$ cat src/rtl/multicycle_control_unit_pkg.sv
// Shared encodings for the multi-cycle MIPS control unit: opcodes, FSM states,
// datapath select codes and the per-state strobe decode used by the controller.
package mc_ctrl_pkg;

    localparam logic [5:0] OP_R    = 6'b000000;
    localparam logic [5:0] OP_LW   = 6'b100011;
    localparam logic [5:0] OP_SW   = 6'b101011;
    localparam logic [5:0] OP_BEQ  = 6'b000100;
    localparam logic [5:0] OP_J    = 6'b000010;
    localparam logic [5:0] OP_ADDI = 6'b001000;

    localparam logic [1:0] ALUOP_ADD   = 2'b00;
    localparam logic [1:0] ALUOP_SUB   = 2'b01;
    localparam logic [1:0] ALUOP_FUNCT = 2'b10;

    localparam logic [1:0] SRCB_RT      = 2'b00;
    localparam logic [1:0] SRCB_FOUR    = 2'b01;
    localparam logic [1:0] SRCB_IMM     = 2'b10;
    localparam logic [1:0] SRCB_IMM_SH2 = 2'b11;

    localparam logic [1:0] PCSRC_ALU    = 2'b00;
    localparam logic [1:0] PCSRC_ALUOUT = 2'b01;
    localparam logic [1:0] PCSRC_JUMP   = 2'b10;

    typedef enum logic [3:0] {
        S_FETCH    = 4'd0,
        S_DECODE   = 4'd1,
        S_MEM_ADDR = 4'd2,
        S_MEM_RD   = 4'd3,
        S_WB_MEM   = 4'd4,
        S_MEM_WR   = 4'd5,
        S_EXEC_R   = 4'd6,
        S_WB_R     = 4'd7,
        S_EXEC_I   = 4'd8,
        S_WB_I     = 4'd9,
        S_BRANCH   = 4'd10,
        S_JUMP     = 4'd11,
        S_TRAP     = 4'd12,
        S_BUS_ERR  = 4'd13
    } state_t;

    // Moore part of the datapath strobes; the FETCH-time ir_write/pc_write
    // depend on mem_ready and are formed in the controller itself.
    typedef struct packed {
        logic       mem_read;
        logic       mem_write;
        logic       i_or_d;
        logic       pc_write;
        logic       pc_write_cond;
        logic [1:0] pc_source;
        logic [1:0] alu_op;
        logic       alu_src_a;
        logic [1:0] alu_src_b;
        logic       reg_dst;
        logic       reg_write;
        logic       mem_to_reg;
        logic       illegal_op;
    } strobes_t;

    function automatic strobes_t decode_strobes(input state_t s);
        strobes_t d;
        d = '0;
        case (s)
            S_FETCH: begin
                d.mem_read  = 1'b1;
                d.i_or_d    = 1'b0;
                d.alu_src_a = 1'b0;
                d.alu_src_b = SRCB_FOUR;
                d.alu_op    = ALUOP_ADD;
                d.pc_source = PCSRC_ALU;
            end
            S_DECODE: begin
                d.alu_src_a = 1'b0;
                d.alu_src_b = SRCB_IMM_SH2;
                d.alu_op    = ALUOP_ADD;
            end
            S_MEM_ADDR, S_EXEC_I: begin
                d.alu_src_a = 1'b1;
                d.alu_src_b = SRCB_IMM;
                d.alu_op    = ALUOP_ADD;
            end
            S_MEM_RD: begin
                d.mem_read = 1'b1;
                d.i_or_d   = 1'b1;
            end
            S_WB_MEM: begin
                d.reg_write  = 1'b1;
                d.mem_to_reg = 1'b1;
                d.reg_dst    = 1'b0;
            end
            S_MEM_WR: begin
                d.mem_write = 1'b1;
                d.i_or_d    = 1'b1;
            end
            S_EXEC_R: begin
                d.alu_src_a = 1'b1;
                d.alu_src_b = SRCB_RT;
                d.alu_op    = ALUOP_FUNCT;
            end
            S_WB_R: begin
                d.reg_dst   = 1'b1;
                d.reg_write = 1'b1;
            end
            S_WB_I: begin
                d.reg_write = 1'b1;
            end
            S_BRANCH: begin
                d.alu_src_a     = 1'b1;
                d.alu_src_b     = SRCB_RT;
                d.alu_op        = ALUOP_SUB;
                d.pc_write_cond = 1'b1;
                d.pc_source     = PCSRC_ALUOUT;
            end
            S_JUMP: begin
                d.pc_write  = 1'b1;
                d.pc_source = PCSRC_JUMP;
            end
            S_TRAP: begin
                d.illegal_op = 1'b1;
            end
            default: d = '0;
        endcase
        return d;
    endfunction

endpackage

$ cat src/rtl/multicycle_control_unit_mem_wait_timer.sv
// Counts stall cycles while a memory state waits on mem_ready and flags a
// timeout once the count has reached MAX_WAIT with memory still not ready.
module mem_wait_timer #(
    parameter int MAX_WAIT = 15,
    parameter int WAIT_W   = 4
) (
    input  logic clk,
    input  logic reset,
    input  logic clear,
    input  logic waiting,
    output logic timeout
);

    localparam logic [WAIT_W-1:0] LIMIT = WAIT_W'(MAX_WAIT);

    logic [WAIT_W-1:0] count;

    // A state change always restarts the count, so each memory access gets its own budget.
    always_ff @(posedge clk or posedge reset) begin
        if (reset) begin
            count <= '0;
        end else if (clear) begin
            count <= '0;
        end else if (waiting && (count != LIMIT)) begin
            count <= count + WAIT_W'(1);
        end
    end

    assign timeout = (MAX_WAIT != 0) && waiting && (count == LIMIT);

endmodule

$ cat src/rtl/multicycle_control_unit.sv
// Multi-cycle MIPS control FSM: sequences fetch/decode/execute/memory/writeback
// and drives the shared-datapath strobes, with a memory stall timeout.
module multicycle_control_unit
    import mc_ctrl_pkg::*;
#(
    parameter int OPCODE_W = 6,
    parameter int ALUOP_W  = 2,
    parameter int MAX_WAIT = 15,
    parameter int WAIT_W   = 4
) (
    input  logic                clk,
    input  logic                reset,
    input  logic [OPCODE_W-1:0] opcode,
    input  logic                zero,
    input  logic                mem_ready,
    output logic                mem_read,
    output logic                mem_write,
    output logic                i_or_d,
    output logic                ir_write,
    output logic                pc_write,
    output logic                pc_write_cond,
    output logic [1:0]          pc_source,
    output logic [ALUOP_W-1:0]  alu_op,
    output logic                alu_src_a,
    output logic [1:0]          alu_src_b,
    output logic                reg_dst,
    output logic                reg_write,
    output logic                mem_to_reg,
    output logic                illegal_op,
    output logic                bus_error,
    output logic [3:0]          state
);

    state_t   state_q;
    state_t   next_state;
    strobes_t strobes_q;
    strobes_t live;
    logic     bus_error_q;
    logic     in_mem_state;
    logic     waiting;
    logic     leaving;
    logic     timeout;

    // The branch decision is made by the datapath gating pc_write_cond with zero.
    logic     unused_zero;
    assign unused_zero = zero;

    assign in_mem_state = (state_q == S_FETCH) || (state_q == S_MEM_RD) || (state_q == S_MEM_WR);
    assign waiting      = in_mem_state && !mem_ready;
    assign leaving      = (next_state != state_q);

    mem_wait_timer #(
        .MAX_WAIT (MAX_WAIT),
        .WAIT_W   (WAIT_W)
    ) u_wait_timer (
        .clk     (clk),
        .reset   (reset),
        .clear   (leaving),
        .waiting (waiting),
        .timeout (timeout)
    );

    always_comb begin
        next_state = state_q;
        case (state_q)
            S_FETCH: begin
                if (mem_ready)    next_state = S_DECODE;
                else if (timeout) next_state = S_BUS_ERR;
            end
            S_DECODE: begin
                if ((opcode == OPCODE_W'(OP_LW)) || (opcode == OPCODE_W'(OP_SW)))
                    next_state = S_MEM_ADDR;
                else if (opcode == OPCODE_W'(OP_R))    next_state = S_EXEC_R;
                else if (opcode == OPCODE_W'(OP_ADDI)) next_state = S_EXEC_I;
                else if (opcode == OPCODE_W'(OP_BEQ))  next_state = S_BRANCH;
                else if (opcode == OPCODE_W'(OP_J))    next_state = S_JUMP;
                else                                   next_state = S_TRAP;
            end
            S_MEM_ADDR: begin
                next_state = (opcode == OPCODE_W'(OP_SW)) ? S_MEM_WR : S_MEM_RD;
            end
            S_MEM_RD: begin
                if (mem_ready)    next_state = S_WB_MEM;
                else if (timeout) next_state = S_BUS_ERR;
            end
            S_MEM_WR: begin
                if (mem_ready)    next_state = S_FETCH;
                else if (timeout) next_state = S_BUS_ERR;
            end
            S_EXEC_R:  next_state = S_WB_R;
            S_EXEC_I:  next_state = S_WB_I;
            S_WB_MEM, S_WB_R, S_WB_I, S_BRANCH, S_JUMP, S_TRAP:
                       next_state = S_FETCH;
            S_BUS_ERR: next_state = S_BUS_ERR;
            default:   next_state = S_FETCH;
        endcase
    end

    // Strobes are registered from the next state; the reset value is FETCH's
    // decode so the first cycle after reset already issues the fetch read.
    always_ff @(posedge clk or posedge reset) begin
        if (reset) begin
            state_q     <= S_FETCH;
            strobes_q   <= decode_strobes(S_FETCH);
            bus_error_q <= 1'b0;
        end else begin
            state_q     <= next_state;
            strobes_q   <= decode_strobes(next_state);
            bus_error_q <= bus_error_q || (next_state == S_BUS_ERR);
        end
    end

    assign live = reset ? '0 : strobes_q;

    assign mem_read      = live.mem_read;
    assign mem_write     = live.mem_write;
    assign i_or_d        = live.i_or_d;
    assign ir_write      = !reset && (state_q == S_FETCH) && mem_ready;
    assign pc_write      = live.pc_write || ir_write;
    assign pc_write_cond = live.pc_write_cond;
    assign pc_source     = live.pc_source;
    assign alu_op        = ALUOP_W'(live.alu_op);
    assign alu_src_a     = live.alu_src_a;
    assign alu_src_b     = live.alu_src_b;
    assign reg_dst       = live.reg_dst;
    assign reg_write     = live.reg_write;
    assign mem_to_reg    = live.mem_to_reg;
    assign illegal_op    = live.illegal_op;
    assign bus_error     = bus_error_q;
    assign state         = state_q;

endmodule

$ cat config.mk
export PLATFORM = sky130hd
export DESIGN_NAME = multicycle_control_unit
export DESIGN_NICKNAME = d
export VERILOG_FILES = /design/src/rtl/multicycle_control_unit_pkg.sv /design/src/rtl/multicycle_control_unit_mem_wait_timer.sv /design/src/rtl/multicycle_control_unit.sv
export SDC_FILE = /design/constraint.sdc
export NUM_CORES = 1
export LEC_CHECK = 0
export ABC_AREA = 1
export ABC_CLOCK_PERIOD_IN_PS = 2200
export CAP_MARGIN = 20
export CORE_MARGIN = 3
export CORE_UTILIZATION = 40
export DETAILED_ROUTE_END_ITERATION = 10
export PLACE_DENSITY = 0.65
export RECOVER_POWER = 25
export SYNTH_ARGS = -nofsm -noshare
export SYNTH_HDL_FRONTEND = slang
export SYNTH_SLANG_ARGS = --single-unit
$ cat constraint.sdc
create_clock -name clk -period 2.2 [get_ports clk]
set_input_delay 0.22 -clock clk [delete_from_list [all_inputs] [get_ports clk]]
set_output_delay 0.22 -clock clk [all_outputs]
set_load 0.01 [all_outputs]
==> metrics.yaml <==
routing:
  wl_per_cell_um: 10.03
  vias: 1317
  post-route-drc-count: 0
  ant_nets: 0
  drtIter0Drc: 36
  vias_per_cell: 4.526
  finalWirelength_um: 2920
  drt-pass1-iter-count: 4
sta:
  fin_skew_ps: 2.705
  worst_pin_slew_ps: 1243
  fmax_mhz: 481.5
  slew_viol_final: 0
  rsz0062_at_grt: "no"
  finalSetupViolCount: 0
  worst_slack_ps: 123.2
  slew_headroom_pct: 17.10
  hold_viol: 0
  period_needed_ps: 2077
  finalSetupTns_ps: 0
  min_period_over_period_pct: 94.40
grt:
  grt_pass1_wl_um: 5147
  grt_usage_pct: 15.01
  grt_pass1_vias: 1194
  grt-ovfl-total: 0
  antenna_found_initial: 0
  grt_max_degree: 25
die:
  coreArea_um2: 3442
  die_x_um: 66.73
  placement_rows: 21
  die-area_um2: 4453
  initial_core_util_pct: 42.86
  io-pin-count: 32
  die_h_um: 66.73
critical_path:
  r2r_slack_ps: 430
  worst_path_max_delay_cell: "clkdlybuf4s50_1"
  setup.worst_path.start: "state[3]"
  cp.depth: 6
  max_stage_delay_ps: 540
  r2r-start: "state[0]"
  start_kind: "flip-flop"
  worstSetupPathType: "flip-flop to output port"
  critical_path_buf_inv_count: 2
  reg2reg_to: "strobes_q[5]"
  path_delay_family: "buffers and inverters"
  crit_end: "ir_write"
  endpoint_kind: "output port"
  crit_arrival_ps: 1860
  r2r_cells: 9
  cp_cell_sequence: "nor2_4, nand2_2, nor2_2, inv_2, nor2_1, clkdlybuf4s50_1"
  cp_max_fo: 6
  cp.required_ps: 1980
pwr:
  power.leakage_nw: 1.031
  vdd_drop_max_v: 0.0003425
  p_seq_share_pct: 50.9
  finalPower_mw: 0.8669
  power.density_nw_per_um2: 448.5
  p_sw_mw: 0.1651
  pwr-share-comb_pct: 5.1
  power.share.clock_pct: 44.1
  switching_share_pct: 19.05
  p_int_mw: 0.7018
synth:
  async_reset_ff_share_pct: 100.0
  synth_common_cells: "nor2_1, inv_1, nand2_1"
  syn_area_um2: 1475
  synth_edf_count: 0
  yosysMostFrequentCell: "nor2_1"
  synth_cell_type_count: 27
  yosys_most_used_dff: "dfrtp_1"
  synth_warnings: 0
  synthesis.instances: 208
  synth_top_area_share_pct: 37.32
  synth_top_cell_by_area: "dfrtp_1"
  syn_nets: 219
  synth_area_leaders: "dfrtp_1, nor2_1, inv_1, nand2_1, nand3_1"
  ys_ff_latch: 24
  synth.avg_cell_area_um2: 7.092
  seq_area_frac_synth_pct: 40.88
placement:
  place.gp.congestion: 0.8942
  port_buffers: 30
  hpwl_um: 2412
  dpl_worst_slack_ps: 151.8
  postPlaceCellArea_um2: 1863
clock_network:
  clk_latency_ps: 260
  htreeDepth: 1
  cts.path.max_buffers: 2
  cts.hold.buffers_added: 0
  clk_pin_slew_ps: 80
  clock-sinks: 24
  cts-root-buf: "clkbuf_8"
  numCtsBuffers: 3
  cts_tree: "yes"
layout:
  design_area_um2: 1933
  antenna_cells: 0
  syn_to_final_growth_pct: 31.04
  drive_above_1_share_pct: 15.10
  final_nets: 257
  post-route-util_pct: 56.16
flow_run:
  cap_violations: 0
run_status:
  status: "finished, final reports clean"
min_path:
  hold_class: "flip-flop to flip-flop"
-- sequential cells by signal, indices dropped and copies added (netlist names) --
signal	flops
bus_error	1
state	4
strobes_q	15
u_wait_timer.count	4
-- worst min-delay path by stage --
stage                        end  cells past startpoint       from
floorplan           strobes_q[1]                      2  mem_ready
global placement       bus_error                      1  bus_error
detailed placement     bus_error                      1  bus_error
CTS                    bus_error                      1  bus_error
global route           bus_error                      1  bus_error
finish                 bus_error                      1  bus_error
-- area by class of cell --
cell class	instances	area [µm²]
Clock inverter	1	30.03
Timing Repair Buffer	37	349.1
Fill cell	325	1509
Inverter	45	168.9
Multi-Input combinational cell	135	683.2
Clock buffer	3	41.29
Sequential cell	24	603.1
Tap cell	46	57.56
-- metrics by stage --
stage | instances | hold slack, ps
after CTS | 291 | 493.0
final | 291 | 486.7
after global placement | 287 | 474.9
after floorplan | 208 | 393.3
after detailed placement | 287 | 473.1
after global routing | 291 | 514.1
-- placed cells by master (no fill, tap or decap), types with 3 or more instances in the layout --
master and n:
inv_1 39, clkdlybuf4s50_1 29, nor3_1 3, buf_4 6
nand2_2 3, nor2_1 42, dfrtp_1 22, clkbuf_8 3
nand3_2 4, nand2_1 34, nor2_2 7, inv_2 6
nand3_1 19, nand4_1 5
-- repair_timing --
action,in CTS,in global routing
endpoints found under the hold margin,0,0
buffers inserted,0,0
resized for setup,0,1
setup endpoints to repair,0,1
-- power by group through the flow --
stage	logic (mW)	registers, mW	clock network [mW]
3_5_place_dp	0.0461	0.450	0
6_report	0.0440	0.441	0.382
5_1_grt	0.0504	0.441	0.402
3_3_place_gp	0.0458	0.450	0
4_1_cts	0.0462	0.441	0.387
2_1_floorplan	0.0218	0.450	0
-- logic make-up after synthesis --
logic type	share of synthesized area, %
simple gates	40.54
buf+inv	12.98
flops	40.88
compound gates	3.562
xor+xnor	1.188
fa+ha+maj	0.8480
-- layer usage --
| metal | vias to the layer above | global-route usage [%] | wire [µm] |
|---|---|---|---|
| met3 | 2 | 2.192 | 117 |
| met1 | 577 | 20.21 | 1472 |
| met2 | 31 | 25.12 | 1306 |
| li1 | 707 | - | - |
| met5 | - | 0 | 0 |
| met4 | 0 | 3.807 | 24 |
No activity file was read; power rests on OpenSTA's default activity.
